--- src/rtl/rmt_ctrl_pkg.sv ---
// Shared control-packet definitions used by the generator and the parser-side decoder.
package rmt_ctrl_pkg;

  // Bit offsets of header fields inside the 512-bit control beat
  localparam int unsigned ETH_TYPE_LSB  = 128;
  localparam int unsigned IP_PROTO_LSB  = 216;
  localparam int unsigned UDP_DPORT_LSB = 320;
  localparam int unsigned MOD_ID_LSB    = 368;
  localparam int unsigned RESV_LSB      = 380;
  localparam int unsigned INDEX_LSB     = 384;

  // Field widths
  localparam int unsigned ETH_TYPE_W  = 16;
  localparam int unsigned IP_PROTO_W  = 8;
  localparam int unsigned UDP_DPORT_W = 16;
  localparam int unsigned MOD_ID_W    = 8;
  localparam int unsigned RESV_W      = 4;
  localparam int unsigned INDEX_W     = 8;

  // Ethertype is stored byte-swapped in the beat
  localparam logic [ETH_TYPE_W-1:0] ETH_TYPE_IPV4_SWAPPED = 16'h0008;
  localparam logic [IP_PROTO_W-1:0] IP_PROTO_UDP          = 8'h11;

  // Generator states; ST_HDR is a reserved encoding that is never entered
  typedef enum logic [1:0] {
    ST_IDLE    = 2'd0,
    ST_HDR     = 2'd1,
    ST_PAYLOAD = 2'd2,
    ST_DRAIN   = 2'd3
  } state_t;

endpackage

--- src/rtl/rmt_ctrl_hdr_build.sv ---
// Combinational assembly of the control-packet header beat.
module rmt_ctrl_hdr_build
  import rmt_ctrl_pkg::*;
#(
  parameter int unsigned          DATA_WIDTH = 512,
  parameter logic [UDP_DPORT_W-1:0] UDP_PORT = 16'hf1f2
) (
  input  logic [MOD_ID_W-1:0]   i_mod_id,
  input  logic [RESV_W-1:0]     i_resv,
  input  logic [INDEX_W-1:0]    i_index,
  output logic [DATA_WIDTH-1:0] o_hdr_c
);

  // Place fixed protocol constants and request fields; all other bits zero
  always_comb begin
    o_hdr_c                               = '0;
    o_hdr_c[ETH_TYPE_LSB  +: ETH_TYPE_W]  = ETH_TYPE_IPV4_SWAPPED;
    o_hdr_c[IP_PROTO_LSB  +: IP_PROTO_W]  = IP_PROTO_UDP;
    o_hdr_c[UDP_DPORT_LSB +: UDP_DPORT_W] = UDP_PORT;
    o_hdr_c[MOD_ID_LSB    +: MOD_ID_W]    = i_mod_id;
    o_hdr_c[RESV_LSB      +: RESV_W]      = i_resv;
    o_hdr_c[INDEX_LSB     +: INDEX_W]     = i_index;
  end

endmodule

--- src/rtl/rmt_ctrl_pkt_gen.sv ---
// Control-packet transmitter: one generated header beat followed by config payload beats.
module rmt_ctrl_pkt_gen
  import rmt_ctrl_pkg::*;
#(
  parameter int unsigned   C_M_AXIS_DATA_WIDTH  = 512,
  parameter int unsigned   C_M_AXIS_TUSER_WIDTH = 128,
  parameter logic [15:0]   CTRL_UDP_PORT        = 16'hf1f2,
  parameter int unsigned   MAX_PAYLOAD_BEATS    = 8,
  parameter int unsigned   CNT_WIDTH            = 32
) (
  input  logic                              clk,
  input  logic                              aresetn,
  input  logic                              req_valid,
  output logic                              req_ready,
  input  logic [7:0]                        req_mod_id,
  input  logic [3:0]                        req_resv,
  input  logic [7:0]                        req_index,
  input  logic [C_M_AXIS_DATA_WIDTH-1:0]    cfg_tdata,
  input  logic                              cfg_tvalid,
  output logic                              cfg_tready,
  input  logic                              cfg_tlast,
  output logic [C_M_AXIS_DATA_WIDTH-1:0]    m_axis_tdata,
  output logic [C_M_AXIS_DATA_WIDTH/8-1:0]  m_axis_tkeep,
  output logic [C_M_AXIS_TUSER_WIDTH-1:0]   m_axis_tuser,
  output logic                              m_axis_tvalid,
  input  logic                              m_axis_tready,
  output logic                              m_axis_tlast,
  output logic [CNT_WIDTH-1:0]              pkt_cnt,
  output logic [CNT_WIDTH-1:0]              trunc_cnt
);

  localparam int unsigned DW     = C_M_AXIS_DATA_WIDTH;
  localparam int unsigned KEEP_W = C_M_AXIS_DATA_WIDTH / 8;
  localparam int unsigned BEAT_W = 8;

  state_t                r_state;
  state_t                w_state_nxt;
  logic [DW-1:0]         r_tdata;
  logic [KEEP_W-1:0]     r_tkeep;
  logic                  r_tvalid;
  logic                  r_tlast;
  logic [CNT_WIDTH-1:0]  r_pkt_cnt;
  logic [CNT_WIDTH-1:0]  r_trunc_cnt;
  logic [BEAT_W-1:0]     r_beat_cnt;

  logic [DW-1:0]         w_hdr;
  logic                  w_ld;
  logic                  w_at_limit;
  logic                  w_load;
  logic [DW-1:0]         w_data;
  logic                  w_last;
  logic                  w_pkt_inc;
  logic                  w_trunc_inc;
  logic                  w_beat_clr;
  logic                  w_beat_inc;

  rmt_ctrl_hdr_build #(
    .DATA_WIDTH (DW),
    .UDP_PORT   (CTRL_UDP_PORT)
  ) u_hdr_build (
    .i_mod_id (req_mod_id),
    .i_resv   (req_resv),
    .i_index  (req_index),
    .o_hdr_c  (w_hdr)
  );

  assign w_ld       = !r_tvalid || m_axis_tready;
  assign w_at_limit = (r_beat_cnt == BEAT_W'(MAX_PAYLOAD_BEATS - 1));

  // State register
  always_ff @(posedge clk or negedge aresetn) begin
    if (!aresetn) r_state <= ST_IDLE;
    else          r_state <= w_state_nxt;
  end

  // Next-state, ready signals and output-register load controls
  always_comb begin
    w_state_nxt = r_state;
    req_ready   = 1'b0;
    cfg_tready  = 1'b0;
    w_load      = 1'b0;
    w_data      = cfg_tdata;
    w_last      = 1'b0;
    w_pkt_inc   = 1'b0;
    w_trunc_inc = 1'b0;
    w_beat_clr  = 1'b0;
    w_beat_inc  = 1'b0;
    case (r_state)
      ST_IDLE: begin
        // Gated by reset so nothing is advertised while the block is held
        req_ready = w_ld && aresetn;
        if (req_valid && w_ld && aresetn) begin
          w_load      = 1'b1;
          w_data      = w_hdr;
          w_beat_clr  = 1'b1;
          w_state_nxt = ST_PAYLOAD;
        end
      end
      ST_PAYLOAD: begin
        cfg_tready = w_ld;
        if (cfg_tvalid && w_ld) begin
          w_load     = 1'b1;
          w_data     = cfg_tdata;
          w_last     = cfg_tlast || w_at_limit;
          w_beat_inc = 1'b1;
          if (cfg_tlast) begin
            w_pkt_inc   = 1'b1;
            w_state_nxt = ST_IDLE;
          end else if (w_at_limit) begin
            w_pkt_inc   = 1'b1;
            w_trunc_inc = 1'b1;
            w_state_nxt = ST_DRAIN;
          end
        end
      end
      ST_DRAIN: begin
        // Swallow the rest of an over-long payload
        cfg_tready = 1'b1;
        if (cfg_tvalid && cfg_tlast) w_state_nxt = ST_IDLE;
      end
      default: w_state_nxt = ST_IDLE;
    endcase
  end

  // Output register: loads a new beat or empties when the downstream takes the current one
  always_ff @(posedge clk or negedge aresetn) begin
    if (!aresetn) begin
      r_tvalid <= 1'b0;
      r_tdata  <= '0;
      r_tkeep  <= '0;
      r_tlast  <= 1'b0;
    end else if (w_ld) begin
      r_tvalid <= w_load;
      if (w_load) begin
        r_tdata <= w_data;
        r_tkeep <= '1;
        r_tlast <= w_last;
      end
    end
  end

  // Payload beat counter and wrapping statistics counters
  always_ff @(posedge clk or negedge aresetn) begin
    if (!aresetn) begin
      r_beat_cnt  <= '0;
      r_pkt_cnt   <= '0;
      r_trunc_cnt <= '0;
    end else begin
      if (w_beat_clr)       r_beat_cnt <= '0;
      else if (w_beat_inc)  r_beat_cnt <= r_beat_cnt + BEAT_W'(1);
      if (w_pkt_inc)        r_pkt_cnt   <= r_pkt_cnt + CNT_WIDTH'(1);
      if (w_trunc_inc)      r_trunc_cnt <= r_trunc_cnt + CNT_WIDTH'(1);
    end
  end

  assign m_axis_tdata  = r_tdata;
  assign m_axis_tkeep  = r_tkeep;
  assign m_axis_tvalid = r_tvalid;
  assign m_axis_tlast  = r_tlast;
  assign m_axis_tuser  = '0;
  assign pkt_cnt       = r_pkt_cnt;
  assign trunc_cnt     = r_trunc_cnt;

endmodule

--- config.mk ---
export PLATFORM = sky130hd
export DESIGN_NAME = rmt_ctrl_pkt_gen
export DESIGN_NICKNAME = d
export VERILOG_FILES = /design/src/rtl/rmt_ctrl_pkg.sv /design/src/rtl/rmt_ctrl_hdr_build.sv /design/src/rtl/rmt_ctrl_pkt_gen.sv
export SDC_FILE = /design/constraint.sdc
export NUM_CORES = 1
export LEC_CHECK = 0
export ABC_AREA = 1
export BUFFER_PORTS_ARGS = -buffer_cell sky130_fd_sc_hd__buf_2
export CAP_MARGIN = 20
export CORE_AREA = 5 5 507 509
export CTS_BUF_LIST = sky130_fd_sc_hd__clkbuf_8
export DETAILED_ROUTE_END_ITERATION = 7
export DIE_AREA = 0 0 512 514
export GPL_ROUTABILITY_DRIVEN = 0
export PLACE_DENSITY = 0.3
export SLEW_MARGIN = 20
export SYNTH_ARGS = -nofsm -noshare
export SYNTH_HDL_FRONTEND = slang
export SYNTH_SLANG_ARGS = --single-unit
--- constraint.sdc ---
create_clock -name clk -period 1.65 [get_ports clk]
set_input_delay 0.0825 -clock clk [delete_from_list [all_inputs] [get_ports clk]]
set_output_delay 0.0825 -clock clk [all_outputs]
set_load 0.03 [all_outputs]
Word-level counts from Yosys, hierarchy flattened:

Index checks and enable logic that the tools add are counted.

* register bits after elaboration: 589
* output and inout port bits: 772
* input bits: 538

* $add $sub $neg: 3
* reductions and logical operators: 12
* mux-type cells: 26
* eq/ne operators: 7

Operators by type and width (number)
* 512-bit two-way mux: 2
* 32-bit by 1-bit adder with 32-bit output (second input constant): 2
* 8-bit two-way mux: 2
* 1-bit two-way mux: 14
* 2-bit two-way mux: 5
* 8-bit by 1-bit adder with 8-bit output (second input constant): 1
* 8-bit by 3-bit equality test with 1-bit output (second input constant): 1
* 2-bit inequality test (second input constant): 3
* 2-bit case mux with 3 select lines: 1
* 1-bit logical AND: 5
* 2-bit equality test (second input constant): 2
* 1-bit case mux with 2 select lines: 2
* 4-bit AND reduction: 1
* 3-bit inequality test (second input constant): 1
* 2-bit zero test: 1
* 1-bit logical OR: 2
* 2-bit AND reduction: 1
* 2-bit nonzero test: 1
* 1-bit zero test: 1

Logic depth before layout (Yosys ltp):

Gate-level depths: netlist (run 1).

* depth after elaboration: 7
* gate-level depth with buffers: 11
* gate-level depth less buffers: 10

By module:

A second synthesis (run 1) with hierarchy kept.

* cell total of the unflattened synthesis: 4133
* area, all modules: 32815.2 µm²

By module, submodules not included
* rmt_ctrl_pkt_gen: cells an instance 3619, area an instance 28964.0 µm², instances 1, seq. area each 14739.1 µm²
* rmt_ctrl_hdr_build: cells an instance 514, area an instance 3851.2 µm², instances 1, seq. area each 0.0 µm²

Worst setup path before layout (run 1):

OpenSTA, ideal clock, no wires.

* path kind: register to output
* start point: reg, netlist name m_axis_tkeep[0]
* end point: out m_axis_tkeep[10]
* arrival: 1767 ps
* path buffers: 1
* required time: 1567 ps
* cell stages (with the launch flop): 2
* slack: -200 ps
* cells stage by stage: dfrtp_1 buf_4

RTL lines
* to (decl): line rmt_ctrl_pkt_gen.sv:23 `output logic [C_M_AXIS_DATA_WIDTH/8-1:0] m_axis_tkeep,`

No word-level cell between the ends.

Final worst setup path (run 1):

* start point: reg r_tvalid, in the netlist m_axis_tvalid
* end point: reg r_tdata[360], in the netlist m_axis_tdata[360]

* cells in the longest elaborated chain, start to end: 7
* elaborated cells between the ends (all ways): 11
* classes of those cells: mux (5); reduce/logical (6)

RTL lines
* from (decl): line rmt_ctrl_pkt_gen.sv:40 `logic r_tvalid;`
* from (signal assigned): line rmt_ctrl_pkt_gen.sv:133 `r_tvalid <= w_load;`
* 1-bit zero test (*): line rmt_ctrl_pkt_gen.sv:67 `assign w_ld = !r_tvalid || m_axis_tready;`
* 1-bit logical OR (*): line rmt_ctrl_pkt_gen.sv:67
* 1-bit logical AND (2 in series): line rmt_ctrl_pkt_gen.sv:92 `if (req_valid && w_ld && aresetn) begin`
* 1-bit two-way mux: line rmt_ctrl_pkt_gen.sv:92
* 1-bit case mux with 2 select lines: line rmt_ctrl_pkt_gen.sv:88 `case (r_state)`
* 2-bit AND reduction (no line)
* to (signal assigned): line rmt_ctrl_pkt_gen.sv:135 `r_tdata <= w_data;`
* to (decl): line rmt_ctrl_pkt_gen.sv:38 `logic [DW-1:0] r_tdata;`

Every way passes the cells marked *; elsewhere a longest branch is shown, timed or not.
A chain may end at the register's enable or synchronous reset.

==> results of run 1 <==
per-layer routing:
metal	track usage, %	routed length (µm)
met5	0	99
met2	22.3	88400
met4	4.97	6710
met3	7.99	24200
met1	16.7	79800
sequential cells by signal, summed over array words and instances, names as in the netlist:
signal and flops:
m_axis_tdata 512, pkt_cnt 32, trunc_cnt 32, r_beat_cnt 8
r_state 2, m_axis_tkeep 1, m_axis_tlast 1, m_axis_tvalid 1
worst reg2reg max path: stages, from the launching register on:
cell and delay (ns):
dfrtp_1 0.40, nand2_2 0.08, buf_4 0.10, nand4_1 0.17, buf_4 0.23, nand2_8 0.13, clkinv_16 0.14, buf_16 0.20
buf_12 0.16, clkbuf_16 0.17, nand2_1 0.07, nand2_1 0.05
cell families after synthesis:
family	Yosys count
compound gates	62
fa+ha+maj	3
other cells	1
buf+inv	438
flops	589
xor+xnor	19
simple gates	1975
through the flow:
stage          utilization (%)  area [µm²]  TNS, ns
6_report                  21.8       55000  -143.31
5_1_grt                   21.8       55000  -246.02
4_1_cts                   21.0       53100  -208.54
3_5_place_dp              14.6       37000   -89.70
3_3_place_gp              14.6       37000  -103.40
2_1_floorplan                -       26600        0
what timing repair did:
item                                    CTS  global route
cloned                                   54            28
hold buffers                            993             1
endpoints found under the hold margin  1177             2
pin swaps                                25            42
buffers inserted                         88            27
resized for setup                       349           373
setup endpoints to repair              1201          1090
area by class of cell:
cell class / count / area [µm²] / share of cell area, %
antenna: 22 / 55.1 / 0.100
clock buffer: 154 / 2120 / 3.85
inverter: 67 / 285 / 0.518
timing repair inverter: 2 / 50.0 / 0.0909
timing repair buffer: 2608 / 22700 / 41.3
tap: 3366 / 4210 / 7.65
sequential: 589 / 14800 / 26.8
clock inverter: 70 / 433 / 0.786
multi-input combinational: 2187 / 10400 / 18.9
cells in the final DEF, fill, tap and decap left out, types with 14 or more instances in the layout:
master	count
clkbuf_16	27
conb_1	128
buf_6	64
nand2_1	1178
a31oi_1	21
diode_2	22
dlygate4sd3_1	994
buf_4	226
inv_1	96
nand3_2	58
buf_12	81
buf_16	58
nand2_4	30
clkinv_2	18
nor2_1	108
nand3b_1	14
nand3_1	453
dfrtp_2	14
buf_8	50
dfrtp_1	575
nand3_4	20
clkbuf_8	154
nand2_2	67
a21oi_1	15
buf_2	1102
final timing paths:
check                                  start                 to  slack (ns)  depth (start not counted)
hold reg to reg            m_axis_tdata[127]  m_axis_tdata[127]        0.46                          2
min in group clk              cfg_tdata[502]  m_axis_tdata[502]        0.11                          4
max in group asynchronous            aresetn  m_axis_tdata[222]        0.54                          5
hold / removal                       aresetn  m_axis_tdata[488]       -0.16                          3
setup reg to reg               m_axis_tvalid  m_axis_tdata[360]       -0.35                         11
setup / recovery               m_axis_tvalid  m_axis_tdata[360]       -0.35                         11
power by group through the flow:
stage,clock network (µW),registers [µW],logic [µW]
2_1_floorplan,0,36000,9570
3_3_place_gp,0,24400,40700
3_5_place_dp,0,24500,40500
4_1_cts,18000,24400,48500
5_1_grt,18500,25300,53500
6_report,16900,24600,49500
==> flow_summary.ini, run 1 <==
[clocking]
tritoncts.num_buffers = 132
path_clk_slew_ns = 0.06
cts_tree = done
clock-sinks = 589
clock_path_buffers = 3
h-tree-depth = 4
clk_latency_ns = 0.89
cts_root_buffer = clkbuf_8

[floorplanning]
die_x_um = 512
dieArea_um2 = 263000
num_rows = 185
core_area_um2 = 253000
die_h_um = 514
num_io_pins = 1310
start_util_pct = 10.3

[synthesis]
ys_async_sr_fraction_pct = 100
synth.top_cell.area_share_pct = 56.4
synthXorXnorAreaFrac_pct = 0.637
ys_top_cells_by_area = dfrtp_1 56%, nand2_1 18%, nand3_1 10%
syn_avg_cell_area_um2 = 8.46
synthTopCellsByCount = 1274 x nand2_1, 589 x dfrtp_1, 531 x nand3_1
syn_area_um2 = 26100
synth_mux_area_share_pct = 0
ys_types = 30
synth_compound_area_share_pct = 1.31
synth_fa_ha_area_share_pct = 0.144
synth_most_common_cell = nand2_1
synth-main-ff-cell = dfrtp_1
synth_top_family_by_area = simple AND/OR/NAND/NOR gates
synth_seq_cells = 589
synth-edff-count = 0
synth.largest_area_cell = dfrtp_1
synth_cells = 3087
synth-seq-area-share_pct = 56.4
yosys_warnings = 0
yosys.area_share.simple_pct = 31.5

[critical_path]
crit_type = reg -> reg
slowest_stage = dfrtp_1
cp_top_family = buffers and inverters
cp_slowest_stage_delay_ns = 0.40
cp-end-kind = register
required_ns = 2.42
path_cells = nand2_2 -> buf_4 -> nand4_1 -> buf_4 -> nand2_8 -> clkinv_16 -> buf_16 -> buf_12 -> clkbuf_16 -> nand2_1 -> nand2_1
cp-start-kind = register
path_buf_inv = 6
path_max_fanout = 8
cp.arrival_ns = 2.77

[grt]
grt_pass1_wl_um = 267000
first_global_vias = 33100
grt_usage_pct = 14.4
antenna_found_initial = 40
overflow = 0
grt_max_degree = 96

[pwr]
pwr-share-comb_pct = 54.4
power_frac_clock_pct = 18.6
p_per_area_nw_per_um2 = 1650
p_seq_share_pct = 27.0
swShare_pct = 49.1
p_total_uw = 91100
ir_drop_mv = 0.680
p_int_uw = 46300
leakagePower_uw = 0.0278
power_switching_uw = 44800

[place]
place_ws_ns = -0.290
hpwlAfterDp_um = 146000
place_inst = 7650
port_buffers = 1181

[timing]
finalCritPeriodShare_pct = 121
hold_slack_ns = -0.159
drv_slew = 0
max_slew.worst_pin.slew_ns = 0.699
finalCriticalPeriod_ns = 2.00
setup_ws_ns = -0.353
hold_violations = 1
timing.fmax_ghz = 0.499
finalSetupViolCount = 673
finClkSkew_ns = 0.0651
rsz0062_at_grt = true
slew_headroom_pct = 53.4

[final_layout]
stdcell_count = 9065
final_layout_size_suffix_gt1_share_pct = 35.9
syn_to_final_growth_pct = 111
nFillCells = 28000
fin_nets = 6128

[run]
max_cap_violations = 0

[run_status]
status = finished, violations left
violations = negative hold slack, negative setup slack

[route]
vias = 31200
wire_per_inst_um = 22.0
viasPerCell = 3.44
drc = 0
totalWireLength_um = 199000
antenna_left = 0
drt_iter0_markers = 1770
drt_pass1_iterations = 7

[hold_path]
hp-class = in -> async
Note: power is estimated with default switching activity, not from simulation.
==> run 2: changes to the inputs <==
--- a/config.mk
+++ b/config.mk
@@ -8,13 +8,14 @@
 export ABC_AREA = 1
 export BUFFER_PORTS_ARGS = -buffer_cell sky130_fd_sc_hd__buf_2
 export CAP_MARGIN = 20
-export CORE_AREA = 5 5 507 509
+export CORE_AREA = 5 5 503 505
 export CTS_BUF_LIST = sky130_fd_sc_hd__clkbuf_8
 export DETAILED_ROUTE_END_ITERATION = 7
-export DIE_AREA = 0 0 512 514
+export DIE_AREA = 0 0 508 510
 export GPL_ROUTABILITY_DRIVEN = 0
 export PLACE_DENSITY = 0.3
 export SLEW_MARGIN = 20
 export SYNTH_ARGS = -nofsm -noshare
 export SYNTH_HDL_FRONTEND = slang
+export SYNTH_HIERARCHICAL = 1
 export SYNTH_SLANG_ARGS = --single-unit
==> run 2 against run 1 <==
Effect of this change:
- the run ends with negative setup slack left
- setup slack got worse by 0.043 ns
- die area decreased by 1.6%
- routed wire length decreased by 1.6%
- synthesized area increased by 26%
- clock skew decreased by 0.019 ns
- non-clock buffer count increased by 133
- hold slack improved by 0.31 ns
- critical path type unchanged
- maximum frequency decreased by 2.1%
- sequential share of layout area decreased by 3.4 points
- synthesized cell count increased by 34%
- combinational power increased by 26%
==> flow_summary.ini, run 2 <==
[synthesis]
ys_top_cells_by_area = dfrtp_1 45%, buf_4 17%, nand2_1 14%
synth.largest_area_cell = dfrtp_1
synth-edff-count = 0
synth_seq_cells = 589
syn_avg_cell_area_um2 = 7.94
synth_most_common_cell = nand2_1
yosys_warnings = 6
ys_types = 33
synth-main-ff-cell = dfrtp_1
synthTopCellsByCount = 1243 x nand2_1, 735 x buf_4, 609 x nor2_1
synth.top_cell.area_share_pct = 44.9
ys_async_sr_fraction_pct = 100
synth-seq-area-share_pct = 44.9
synth_cells = 4133
syn_area_um2 = 32800

[final_layout]
seq_area_um2 = 14800
final_layout_size_suffix_gt1_share_pct = 34.4
largest_reg_flops = 512
fin_nets = 7238
syn_to_final_growth_pct = 92.8
multi_input_comb_area_um2 = 15600
stdcell_count = 10100
nFillCells = 27100
mostFrequentLayoutCell = nand2_1
layout_common_cells = 1101 x nand2_1, 1027 x dlygate4sd3_1, 1015 x buf_2

[grt]
overflow = 0
first_global_vias = 36100
grt_pass1_wl_um = 261000
grt_max_degree = 93
antenna_found_initial = 34
grt_usage_pct = 13.6

[route]
vias = 36000
drt_iter0_markers = 1687
totalWireLength_um = 196000
wire_per_inst_um = 19.3
drc = 0
antenna_left = 0
drt_pass1_iterations = 5
viasPerCell = 3.55

[clocking]
tritoncts.num_buffers = 139
clock_path_buffers = 3
cts_tree = done
clock-sinks = 589
cts_root_buffer = clkbuf_8
h-tree-depth = 4
clk_latency_ns = 0.86
path_clk_slew_ns = 0.06

[critical_path]
cp_slowest_stage_delay_ns = 0.41
r2r_end = m_axis_tdata[138]
cp-start-kind = register
r2r_slack_ns = -0.40
cpMostUsedCell = buf_12
cp-end-kind = register
path_buf_inv = 7
path_cells = nor2_4 -> buf_6 -> nand4_4 -> buf_6 -> buf_12 -> buf_16 -> buf_12 -> buf_12 -> clkbuf_16 -> nand2_1 -> a31oi_1
reg2reg_from = r_state[1]
cp_top_family = buffers and inverters
slowest_stage = dfrtp_1
crit_type = reg -> reg
required_ns = 2.39
cp.arrival_ns = 2.79
worst-r2r-cell-count = 11
path_max_fanout = 8

[pwr]
ir_drop_mv = 0.760
leakagePower_uw = 0.0287
p_int_uw = 56100
power_switching_uw = 50100
p_per_area_nw_per_um2 = 1680
swShare_pct = 47.2
power_frac_clock_pct = 16.9
p_seq_share_pct = 24.3
pwr-share-comb_pct = 58.9
p_total_uw = 106000

[timing]
finClkSkew_ns = 0.0459
setup_ws_ns = -0.397
timing.fmax_ghz = 0.489
slew_headroom_pct = 26.7
max_slew.worst_pin.slew_ns = 1.10
rsz0062_at_grt = true
drv_slew = 0
finalSetupViolCount = 635
finalCritPeriodShare_pct = 124
hold_violations = 0
setup_tns_ns = -167.90
finalCriticalPeriod_ns = 2.05

[run]
max_cap_violations = 0

[hold_path]
hp-class = in -> reg
min-delay-start = cfg_tdata[240]
holdPathStages = 4
holdPathEnd = m_axis_tdata[240]

[floorplanning]
num_rows = 183
dieArea_um2 = 259000
core_area_um2 = 248000
start_util_pct = 13.2
num_io_pins = 1310
die_x_um = 508
die_h_um = 510

[place]
place_inst = 8567
hpwlAfterDp_um = 132000
port_buffers = 1181

[run_status]
violations = negative setup slack
status = finished, violations left
## run 2: cell count changes after synthesis, sizes merged, moves of 3 or more
cell,delta
a21oi,-13
a31oi,+491
buf,+577
clkbuf,-12
inv,+4
nand2,-30
nand3,-472
nand4,+10
nor2,+487
o21ai,+3
## run 2: cell families (layout without fill, tap and decap cells)
logic type,count (synthesis),in the layout,synth area share [%]
flops,589,589,44.9
xor+xnor,17,17,0.454
other cells,3,632,0.0343
simple gates,1970,1971,23.3
fa+ha+maj,3,3,0.114
compound gates,544,544,10.3
buf+inv,1007,3056,20.9
## run 2: stage by stage
stage / util [%] / setup slack, ns / hold WS, ns / instance area, µm²
CTS: 24.0 / -0.526 / 0.000249 / 59300
detailed placement: 16.6 / -0.221 / -0.0825 / 41200
finish: 25.5 / -0.397 / 0.151 / 63300
floorplan: - / -0.0166 / -0.213 / 35100
global placement: 16.6 / -0.212 / -0.0848 / 41200
global route: 25.5 / -0.498 / 0.0361 / 63200
## run 2: timing repair
item                                    in CTS  in global routing
hold buffers                              1025                  2
resized for setup                          650                594
cloned                                      66                 71
pin swaps                                   10                124
buffers inserted                           154                 48
endpoints found under the setup margin    1196               1224
endpoints found under the hold margin     1168                  2
## run 2: routing by layer
metal	vias to the layer above	global-route usage, %	routed length [µm]	share of wire, %
li1	17400	-	-	-
met1	17100	16.2	80300	41
met2	1177	23.7	95900	49
met3	296	4.30	14300	7.3
met4	6	3.95	5480	2.8
met5	-	0	34	0.017
## run 2: how the worst max path moves through the flow
stage               slack, ns                end           from  cells past startpoint
floorplan               -0.02      trunc_cnt[30]   trunc_cnt[1]                      8
global placement        -0.21  m_axis_tdata[418]  m_axis_tvalid                      9
detailed placement      -0.22  m_axis_tdata[355]  m_axis_tvalid                      9
CTS                     -0.53         cfg_tready  m_axis_tvalid                      5
global route            -0.50  m_axis_tdata[151]     r_state[1]                     11
finish                  -0.40  m_axis_tdata[138]     r_state[1]                     11
## run 2: worst register-to-register path, stage by stage, from the launching register on
cell       delay [ns]
dfrtp_1          0.41
nor2_4           0.14
buf_6            0.11
nand4_4          0.15
buf_6            0.20
buf_12           0.14
buf_16           0.16
buf_12           0.17
buf_12           0.13
clkbuf_16        0.18
nand2_1          0.07
a31oi_1          0.09
## run 2: final cells by class
| type | instances | share of cell area (%) |
|---|---|---|
| inverters | 71 | 0.437 |
| multi-input cells | 3155 | 24.7 |
| well taps | 3330 | 6.59 |
| flip-flops and latches | 589 | 23.4 |
| repair buffers | 2741 | 40.4 |
| diodes | 12 | 0.0475 |
| clock buffers | 172 | 3.74 |
| clock inverters | 72 | 0.639 |
## run 2: power groups by stage
stage | combinational (µW) | clock (µW) | sequential, µW
floorplan | 15300 | 0 | 37000
global placement | 44500 | 0 | 25200
detailed placement | 44600 | 0 | 25300
CTS | 56900 | 18900 | 25400
global route | 66700 | 19500 | 26600
finish | 62500 | 17900 | 25800
==> run 3: changes to the inputs <==
--- a/config.mk
+++ b/config.mk
@@ -8,12 +8,14 @@
 export ABC_AREA = 1
 export BUFFER_PORTS_ARGS = -buffer_cell sky130_fd_sc_hd__buf_2
 export CAP_MARGIN = 20
-export CORE_AREA = 5 5 503 505
+export CORE_AREA = 2 2 515 517
 export CTS_BUF_LIST = sky130_fd_sc_hd__clkbuf_8
 export DETAILED_ROUTE_END_ITERATION = 7
-export DIE_AREA = 0 0 508 510
+export DIE_AREA = 0 0 517 519
 export GPL_ROUTABILITY_DRIVEN = 0
+export GPL_TIMING_DRIVEN = 0
 export PLACE_DENSITY = 0.3
+export REMOVE_ABC_BUFFERS = 1
 export SLEW_MARGIN = 20
 export SYNTH_ARGS = -nofsm -noshare
 export SYNTH_HDL_FRONTEND = slang
==> run 3 against run 2 <==
Effect of this change:
- the run ends with negative hold slack, negative setup slack left
- maximum frequency decreased by 3.5%
- routed wire length decreased by 1.9%
- sequential cell count is the same
- critical path depth shrank 2
- die area rose by 3.6%
- clock power increased by 2%
- core utilization is 3.1 points lower
- clock-buffer cell count is 3 higher
- register-to-register slack worse by 0.07 ns
- power shrank 5.0%
==> flow_summary.ini, run 3 (synthesized netlist as in run 2, its figures left out) <==
[timing]
hold_violations = 46
drv_slew = 0
setup_ws_ns = -0.471
max_slew.worst_pin.slew_ns = 1.03
finalCriticalPeriod_ns = 2.12
finalCritPeriodShare_pct = 129
hold_slack_ns = -0.0704
slew_headroom_pct = 31.0
finClkSkew_ns = 0.0766
finalSetupViolCount = 676
timing.fmax_ghz = 0.471
rsz0062_at_grt = true

[final_layout]
mostFrequentLayoutCell = nand2_1
nFillCells = 29500
largest_reg_flops = 512
layout_common_cells = 1229 x nand2_1, 1167 x buf_2, 1001 x dlygate4sd3_1
seq_area_um2 = 14700
final_layout_size_suffix_gt1_share_pct = 28.4
fin_nets = 6987
syn_to_final_growth_pct = 80.2
stdcell_count = 10100
multi_input_comb_area_um2 = 14800

[grt]
grt_pass1_wl_um = 257000
first_global_vias = 34300
overflow = 0
grt_max_degree = 76
grt_usage_pct = 13.1
antenna_found_initial = 45

[clocking]
cts_tree = done
clock-sinks = 589
clock_path_buffers = 4
clk_latency_ns = 0.90
path_clk_slew_ns = 0.06
cts_root_buffer = clkbuf_8
h-tree-depth = 4
tritoncts.num_buffers = 150

[floorplanning]
dieArea_um2 = 268000
core_area_um2 = 263000
num_rows = 189
die_x_um = 517
start_util_pct = 12.5
num_io_pins = 1310
die_h_um = 519

[route]
totalWireLength_um = 192000
drt_pass1_iterations = 5
viasPerCell = 3.49
drt_iter0_markers = 1649
vias = 35100
drc = 0
antenna_left = 0
wire_per_inst_um = 19.1

[pwr]
ir_drop_mv = 0.832
p_per_area_nw_per_um2 = 1710
leakagePower_uw = 0.0269

[critical_path]
crit_type = reg -> reg
cp_slowest_stage_delay_ns = 0.45
r2r_slack_ns = -0.47
cp-start-kind = register
cp-end-kind = register
path_max_fanout = 36
path_cells = nor2_4 -> nand4_4 -> buf_4 -> buf_12 -> buf_12 -> buf_16 -> bufbuf_16 -> nand2_1 -> a31oi_1
cpMostUsedCell = buf_12
slowest_stage = dfrtp_2
required_ns = 2.37
cp.arrival_ns = 2.84

[run_status]
violations = negative hold slack, negative setup slack
status = finished, violations left

[place]
port_buffers = 1181
place_inst = 8587
hpwlAfterDp_um = 118000

[hold_path]
hp-class = in -> async

[run]
max_cap_violations = 0
run 3: routing by layer:
| metal | vias to the layer above | global-route usage (%) | routed length [µm] |
|---|---|---|---|
| li1 | 16900 | - | - |
| met1 | 16800 | 15.7 | 80000 |
| met2 | 1225 | 22.1 | 90900 |
| met3 | 268 | 4.61 | 16500 |
| met4 | 10 | 3.49 | 4790 |
| met5 | - | 0 | 62 |
run 3: final cells by class:
class                   instances  share of cell area, %
multi-input cells            3160                   25.0
well taps                    3533                   7.48
diodes                         13                 0.0550
repair buffers               2474                   37.4
inverters                      71                  0.455
clock buffers                 175                   4.07
flip-flops and latches        589                   24.9
clock inverters                69                  0.592
run 3: power breakdown:
| part | total, µW | switching (µW) | internal, µW |
|---|---|---|---|
| registers | 25100 | 4040 | 21000 |
| logic | 57600 | 36100 | 21500 |
| clock network | 18300 | 8420 | 9840 |
run 3: metrics by stage:
| step | util [%] | total power (µW) | setup TNS [ns] | area [µm²] | setup WS [ns] |
|---|---|---|---|---|---|
| global route | 22.4 | 108000 | -298.14 | 59100 | -0.565 |
| finish | 22.4 | 101000 | -191.23 | 59100 | -0.471 |
| CTS | 21.4 | 97600 | -249.76 | 56400 | -0.464 |
| detailed placement | 15.3 | 66900 | -1081.43 | 40300 | -2.50 |
| floorplan | - | 50400 | -8846.39 | 28600 | -16.10 |
| global placement | 14.8 | 42600 | - | 38900 | -64.64 |
run 3: path summary, 6_finish.rpt:
path	startpoint	endpoint	cells past startpoint
max	r_state[1]	m_axis_tdata[170]	9
min	aresetn	m_axis_tdata[493]	9
max reg2reg	r_state[1]	m_axis_tdata[170]	9
min reg2reg	m_axis_tlast	m_axis_tlast	2
max in group asynchronous	aresetn	m_axis_tdata[426]	12
min in group clk	cfg_tdata[320]	m_axis_tdata[320]	4
run 3: repair_timing:
item | 4_1_cts | 5_1_grt
pin swaps | 11 | 17
endpoints found under the setup margin | 1045 | 1042
hold buffers | 1000 | 17
cloned | 73 | 41
setup buffers | 76 | 37
gates resized for setup | 166 | 227
endpoints found under the hold margin | 928 | 239
run 3: worst max-delay path: cells and delay by family, from the launching register on:
| family | cells | cell delay (ns) |
|---|---|---|
| flip-flops | 1 | 0.45 |
| AND/OR/NAND/NOR | 3 | 0.42 |
| buffers and inverters | 5 | 0.93 |
| AO/OA/AOI/OAI | 1 | 0.08 |
